--- src/rtl/mem_arbiter.sv ---
// mem_arbiter: grants the single RAM port to icache fill, dcache miss or write-queue drain.
// Optional starvation guard for instruction fetch is enabled by defining ARB_STARVE_GUARD_EN.
module mem_arbiter #(
   parameter int STARVE_LIMIT = 4
) (
   input  logic        CLK,
   input  logic        RST,
   input  logic        iREN,
   input  logic [31:0] iaddr,
   output logic        iwait,
   output logic [31:0] iload,
   input  logic        dmissREN,
   input  logic [31:0] dmissaddr,
   output logic        dmisswait,
   output logic [31:0] dload,
   input  logic        dqueueWEN,
   input  logic [31:0] wdaddr,
   input  logic [31:0] dstore,
   input  logic        wempty,
   output logic        wqwait,
   output logic        ramREN,
   output logic        ramWEN,
   output logic [31:0] ramaddr,
   output logic [31:0] ramstore,
   input  logic [31:0] ramload,
   input  logic        ramwait
);
   typedef enum logic [1:0] {IDLE, IREAD, DREAD, WRITE} state_t;
   state_t state, next;
   logic starve, live, done;
   // Reset gates the strobes combinationally so an in-flight access is dropped at once.
   assign live = !RST & ((state == IREAD & iREN) | (state == DREAD & dmissREN) |
                         (state == WRITE & dqueueWEN));
   assign done = live & !ramwait;
   assign next = (state != IDLE) ? ((live & ramwait) ? state : IDLE) :
                 starve              ? IREAD :
                 (dmissREN & wempty) ? DREAD :
                 dqueueWEN           ? WRITE :
                 iREN                ? IREAD : IDLE;
   always_ff @(posedge CLK) begin
      if (RST) state <= IDLE;
      else     state <= next;
   end
   assign ramREN    = live & (state == IREAD | state == DREAD);
   assign ramWEN    = live & (state == WRITE);
   assign ramaddr   = (state == IREAD) ? iaddr :
                      (state == DREAD) ? dmissaddr :
                      (state == WRITE) ? wdaddr : 32'h0;
   assign ramstore  = (!RST & state == WRITE) ? dstore : 32'h0;
   assign iwait     = !(done & state == IREAD);
   assign dmisswait = !(done & state == DREAD);
   assign wqwait    = !(done & state == WRITE);
   assign iload     = (done & state == IREAD) ? ramload : 32'h0;
   assign dload     = (done & state == DREAD) ? ramload : 32'h0;
   always_ff @(posedge CLK) assert (STARVE_LIMIT >= 1 && STARVE_LIMIT <= 15);
`ifdef ARB_STARVE_GUARD_EN
   localparam logic [3:0] LIM = 4'(STARVE_LIMIT);
   logic [3:0] cnt;
   always_ff @(posedge CLK) begin
      if (RST)                                          cnt <= 4'd0;
      else if (!iREN | (state == IDLE & next == IREAD)) cnt <= 4'd0;
      else if (done & state != IREAD)                   cnt <= cnt + 4'd1;
   end
   assign starve = iREN & (cnt == LIM);
`else
   assign starve = 1'b0;
`endif
endmodule

--- config.mk ---
export PLATFORM = sky130hd
export DESIGN_NAME = mem_arbiter
export DESIGN_NICKNAME = d
export VERILOG_FILES = /design/src/rtl/mem_arbiter.sv
export SDC_FILE = /design/constraint.sdc
export NUM_CORES = 1
export LEC_CHECK = 0
export BUFFER_PORTS_ARGS = -buffer_cell sky130_fd_sc_hd__clkbuf_2
export CAP_MARGIN = 20
export CORE_AREA = 2 2 115 117
export CTS_BUF_LIST = sky130_fd_sc_hd__clkbuf_8
export DETAILED_ROUTE_END_ITERATION = 16
export DIE_AREA = 0 0 117 119
export HOLD_SLACK_MARGIN = 0.1
export PLACE_DENSITY_LB_ADDON = 0.3
export SKIP_LAST_GASP = 1
export SLEW_MARGIN = 20
export SYNTH_ARGS = -nofsm -noshare
export SYNTH_HDL_FRONTEND = slang
export SYNTH_SLANG_ARGS = --single-unit
--- constraint.sdc ---
create_clock -name CLK -period 2.6 [get_ports CLK]
set_input_delay 0.52 -clock CLK [delete_from_list [all_inputs] [get_ports CLK]]
set_output_delay 0.52 -clock CLK [all_outputs]
set_load 0.02 [all_outputs]
---- Word level (Yosys, flattened, before mapping) ----
Cells that the tools add are included.
word-level totals
  register bits after elaboration ......... 2
  bits in latches ......................... 0
  memory bits (writable) .................. 0
  ROM bits ................................ 0
  output and inout bits ................... 133
  word-level logic and storage cells ...... 38
  memories kept ........................... 0
cells by class
  $add $sub $neg .......................... 0
  $mul .................................... 0
  div/mod/pow operators ................... 0
  order comparisons ....................... 0
  eq/ne operators ......................... 4
  shifts and indexed selects .............. 0
  multiplexer cells ....................... 11
  bitwise operators ....................... 16
  reduce and logical (&&, ||, !) cells .... 6
operator list
  operator            number
  $mux 32             6
  $and 1x1->1         13
  $mux 2              4
  $logic_not 1->1     5
  $eq 2x2->1 const B  2
  $or 1x1->1          3
  $eq 2x1->1 const B  1
  $ne 2x2->1 const B  1
  $reduce_bool 2->1   1
  $mux 1              1

---- Longest topological paths before layout ----
  depth in word-level cells ............... 8
  mapped depth ............................ 7
  mapped depth without buffers ............ 5

---- Worst setup path after synthesis ----
OpenSTA, ideal clock, no wires.
  path type ............................... reg2out
  start point ............................. reg state[0]
  end point ............................... out ramaddr[10]
  arrival ................................. 1878 ps
  required time ........................... 2080 ps
  setup slack ............................. 202 ps
  stages on the path, launching flop included .. 8
  buffers on the path ..................... 3
  path through ............................ dfxtp_1 > inv_1 > ha_1 > clkbuf_1 > clkbuf_1 > clkbuf_1 > a21oi_1 > o21ai_0
between the ends
  longest elaborated chain between the ends .. 4
RTL lines
  element                   RTL line  RTL
  start: declaration        29        state_t state, next;
  start signal: assignment  42        else state <= next;
  $eq 2x2->1                48        (state == WRITE) ? wdaddr : 32'h0;
  $mux 32                   48
  $mux 32                   47        (state == DREAD) ? dmissaddr :
  $mux 32 (*)               46        assign ramaddr = (state == IREAD) ? iaddr :
  end: declaration          23        output logic [31:0] ramaddr,
Every way passes the cells marked *; elsewhere a longest branch is shown, timed or not.

---- Worst setup path in the final report ----
  start point ............................. reg state[1]
  end point ............................... out dload[9]
between the ends
  longest elaborated chain between the ends .. 8
RTL lines
  element                                   RTL line  RTL
  $eq 2x1->1 or $eq 2x2->1 (tied branches)  32, 54
  $and 1x1->1                               32        assign live = !RST & ((state == IREAD & iREN) | (state == DREAD & dmissREN) |
  $or 1x1->1 (2 in a row)                   32
  $and 1x1->1                               32
  $and 1x1->1                               34        assign done = live & !ramwait;
  $and 1x1->1 (*)                           54        assign dload = (done & state == DREAD) ? ramload : 32'h0;
  $mux 32 (*)                               54
  end: declaration                          15        output logic [31:0] dload,
Marked as above.

==> metrics.md <==
| Metric | Value |
|---|---|
| Post-DR vias/cell | 3.85 |
| Nets | 751 |
| Core Area | 12,900 sq um |
| Leak Pwr | around 2.2 nW |
| # rows | 42 |
| Number of DRC markers in iteration 0 | 60 |
| Hold_buf cts | 0 |
| Worst r2r dst | state[0]$_SDFFE_PP0P_ |
| Antenna diodes | 0 |
| Total track usage | 10.2% |
| F_max | about 0.39 GHz |
| Final Setup Violations | 0 |
| Crit Path Class | reg -> out |
| Gate Count Post-Synth | roughly 280 |
| R2R setup slack | about 1000 ps |
| Largest registers | state: 2 flops |
| Final core utilization | about 28% |
| IO Port Bufs | 299 |
| Largest family of logic cells by synthesized area | simple AND/OR/NAND/NOR gates |
| Area growth, synth to finish | 118% |
| Die area | 13,900 sq um |
| Final cycle utilization of the critical path | 98.6% |
| Fin crit period | 2560 ps |
| Hold Path Class | reg -> reg |
| Sink Count | 2 |
| Post-synthesis xor/xnor area fraction | 0% |
| Largest net degree at the start of global routing | 66 |
| Post-route ant nets | 0 |
| CTS tree | yes |
| First-pass GRT wire length | 11,600 um |
| Die X-Extent | 117 um |
| Final GP Congestion | 0.831 |
| Max Cap Viol | 0 |
| Mux share of post-synthesis cell area | 0% |
| TritonCTS buffer count | 3 |
| RSZ-0062 raised after global routing | yes |
| Min-Delay Path Depth | 1 |
| Commonest cells after routing, fill and taps aside | clkbuf_2, and2_1, a21oi_1, nand2_1, o21ai_0 |
| Syn. warnings | 0 |
| Post-route cell area | 3590 sq um |
| Hold Slack | 537 ps |
| Worst VDD drop | 0.000205 V |
| Maximum buffer depth of the clock tree | 2 |
| Detailed Route WL | 8400 um |
| Worst-Margin Slew | 408 ps |
| Share of cells above drive strength 1 | 58.0% |
| H-tree depth | 1 |
| Root Driver | clkbuf_8 |
| Drt first pass iters | 5 |
| Skew final | 0.00780 ps |
| DRC errors left | 0 |
| Initial antenna violation count | 0 |
| R2R cell count | 7 |
| Hold endpoint | state[0]$_SDFFE_PP0P_ |
| Worst endpoint data arrival time | 2040 ps |
| Library cells used by synthesis | 19 |
| Io pins | 300 |
| DP Area | between 3000 and 4000 sq um |
| Final-report max-slew violation count | 0 |
| Synth Area in Adders | just over 3% |
| Final HPWL from detailed placement | about 6700 um |
| Register area share after synthesis | 2.43% |
| Via count | 2,902 |
| Avg Inst Size Synth | 5.95 sq um |
| Min-delay src | state[0]$_SDFFE_PP0P_ |
| TNS Setup | 0 ps |
| Status | finished clean |
| Slew headroom | 72.8% |
| Clock-pin slew on the worst setup and hold paths | 30 ps |
| Biggest register | state |
| Post-synthesis register bit count | 2 |
| Max reg flops | 2 |
| Number of global-route vias before repair | 2,538 |
| Starting density of the core | 12.8% |
| Complex-gate fraction of the synthesized area | about a fifth |
| Pwr/cell area | ~170 nW/um^2 |
| Area share of and/or/nand/nor cells after synthesis | 66.0% |
| Final hold vios | 0 |
| GRT overflow | 0 |
| Crit Path Max Fanout | 9 |
| Critical Path RT | 2080 ps |
| Worst R2R Start | state[1]$_SDFFE_PP0P_ |
| Syn Nets | 448 |
| Clk Latency, worst-skew pair | 210 ps |
| Setup crit end kind | primary output |
| Setup crit start kind | flip-flop |
| Synthesized area | between 1500 and 2000 sq um |
| Die Y | 119 um |
| DR WL/cell | 11.1 um |
| Most common library cell in the layout ignoring fill and taps | clkbuf_2 |
-- kinds of logic (layout without fill, tap and decap cells) --
logic type | Yosys count | after routing
flip-flops | 2 | 2
adder cells (fa/ha/maj) | 4 | 4
AND/OR/NAND/NOR | 172 | 173
AO/OA/AOI/OAI | 68 | 68
buffers and inverters | 31 | 331
-- critical path, cell delays in order (launching register included) --
cell      delay (ps)
dfxtp_4          350
inv_2             60
ha_4             160
a222oi_1         320
buf_4            180
buf_4            110
nor4b_4           40
buf_4            150
buf_4            160
and2_1           160
clkbuf_2         150
-- final cells by class --
type	count	area, sq um
sequential	2	47.5
multi-input combinational	245	1550
timing repair buffer	323	1710
inverter	5	18.8
tap	176	220
clock buffer	3	41.3
fill	1468	9290
-- cells in the mapped netlist --
| library cell | instances | area, sq um |
|---|---|---|
| a41o_1 | 1 | 10.0 |
| nand4b_1 | 1 | 8.76 |
| a222oi_1 | 1 | 10.0 |
| and3b_1 | 32 | 280 |
| and2_1 | 98 | 613 |
| buf_2 | 1 | 5.00 |
| nor4_1 | 1 | 6.26 |
| clkbuf_2 | 2 | 10.0 |
| and2b_1 | 1 | 7.51 |
| dfxtp_1 | 2 | 40.0 |
| o21ai_0 | 33 | 165 |
| inv_1 | 5 | 18.8 |
| nor2_1 | 3 | 11.3 |
| a21oi_1 | 33 | 165 |
| ha_1 | 4 | 50.1 |
| nor4b_2 | 2 | 30.0 |
| nor2b_1 | 1 | 6.26 |
| nand2_1 | 33 | 124 |
| clkbuf_1 | 23 | 86.3 |
-- worst max-delay path by stage --
| stage | end | start | slack, ps |
|---|---|---|---|
| after floorplan | ramaddr[10] | state[0]$_SDFFE_PP0P_ | 200 |
| after global placement | dload[31] | iREN | -50 |
| after detailed placement | dload[31] | iREN | -50 |
| after CTS | dload[31] | state[1]$_SDFFE_PP0P_ | -30 |
| after global routing | dload[9] | state[1]$_SDFFE_PP0P_ | -50 |
| final | dload[9] | state[1]$_SDFFE_PP0P_ | 40 |
-- metal layers --
layer	wire length, um	track usage (%)
met5	0	0
met3	626	1.17
met4	58	1.91
met1	3190	11.3
met2	4520	20.2
-- report_power, final --
group	total, mW	internal (mW)	switching, mW
clock	0.123	0.0979	0.0253
combinational	0.459	0.211	0.248
sequential	0.0380	0.0339	0.00412
-- what timing repair did --
| action | in CTS | in global routing |
|---|---|---|
| pin swaps | 2 | 3 |
| resized for setup | 3 | 25 |
| setup endpoints to repair | 54 | 96 |
| cloned | 0 | 4 |
| buffers inserted | 2 | 6 |
-- per-stage QoR --
stage                     total power, mW  instances  worst slack (ps)
after floorplan                     0.254        277               202
after global placement              0.487        741             -48.5
after detailed placement            0.484        741             -51.5
after CTS                           0.615        746             -30.7
after global routing                0.680        754             -46.6
final                               0.620        754              35.4
No activity file was read; power rests on OpenSTA's default activity.
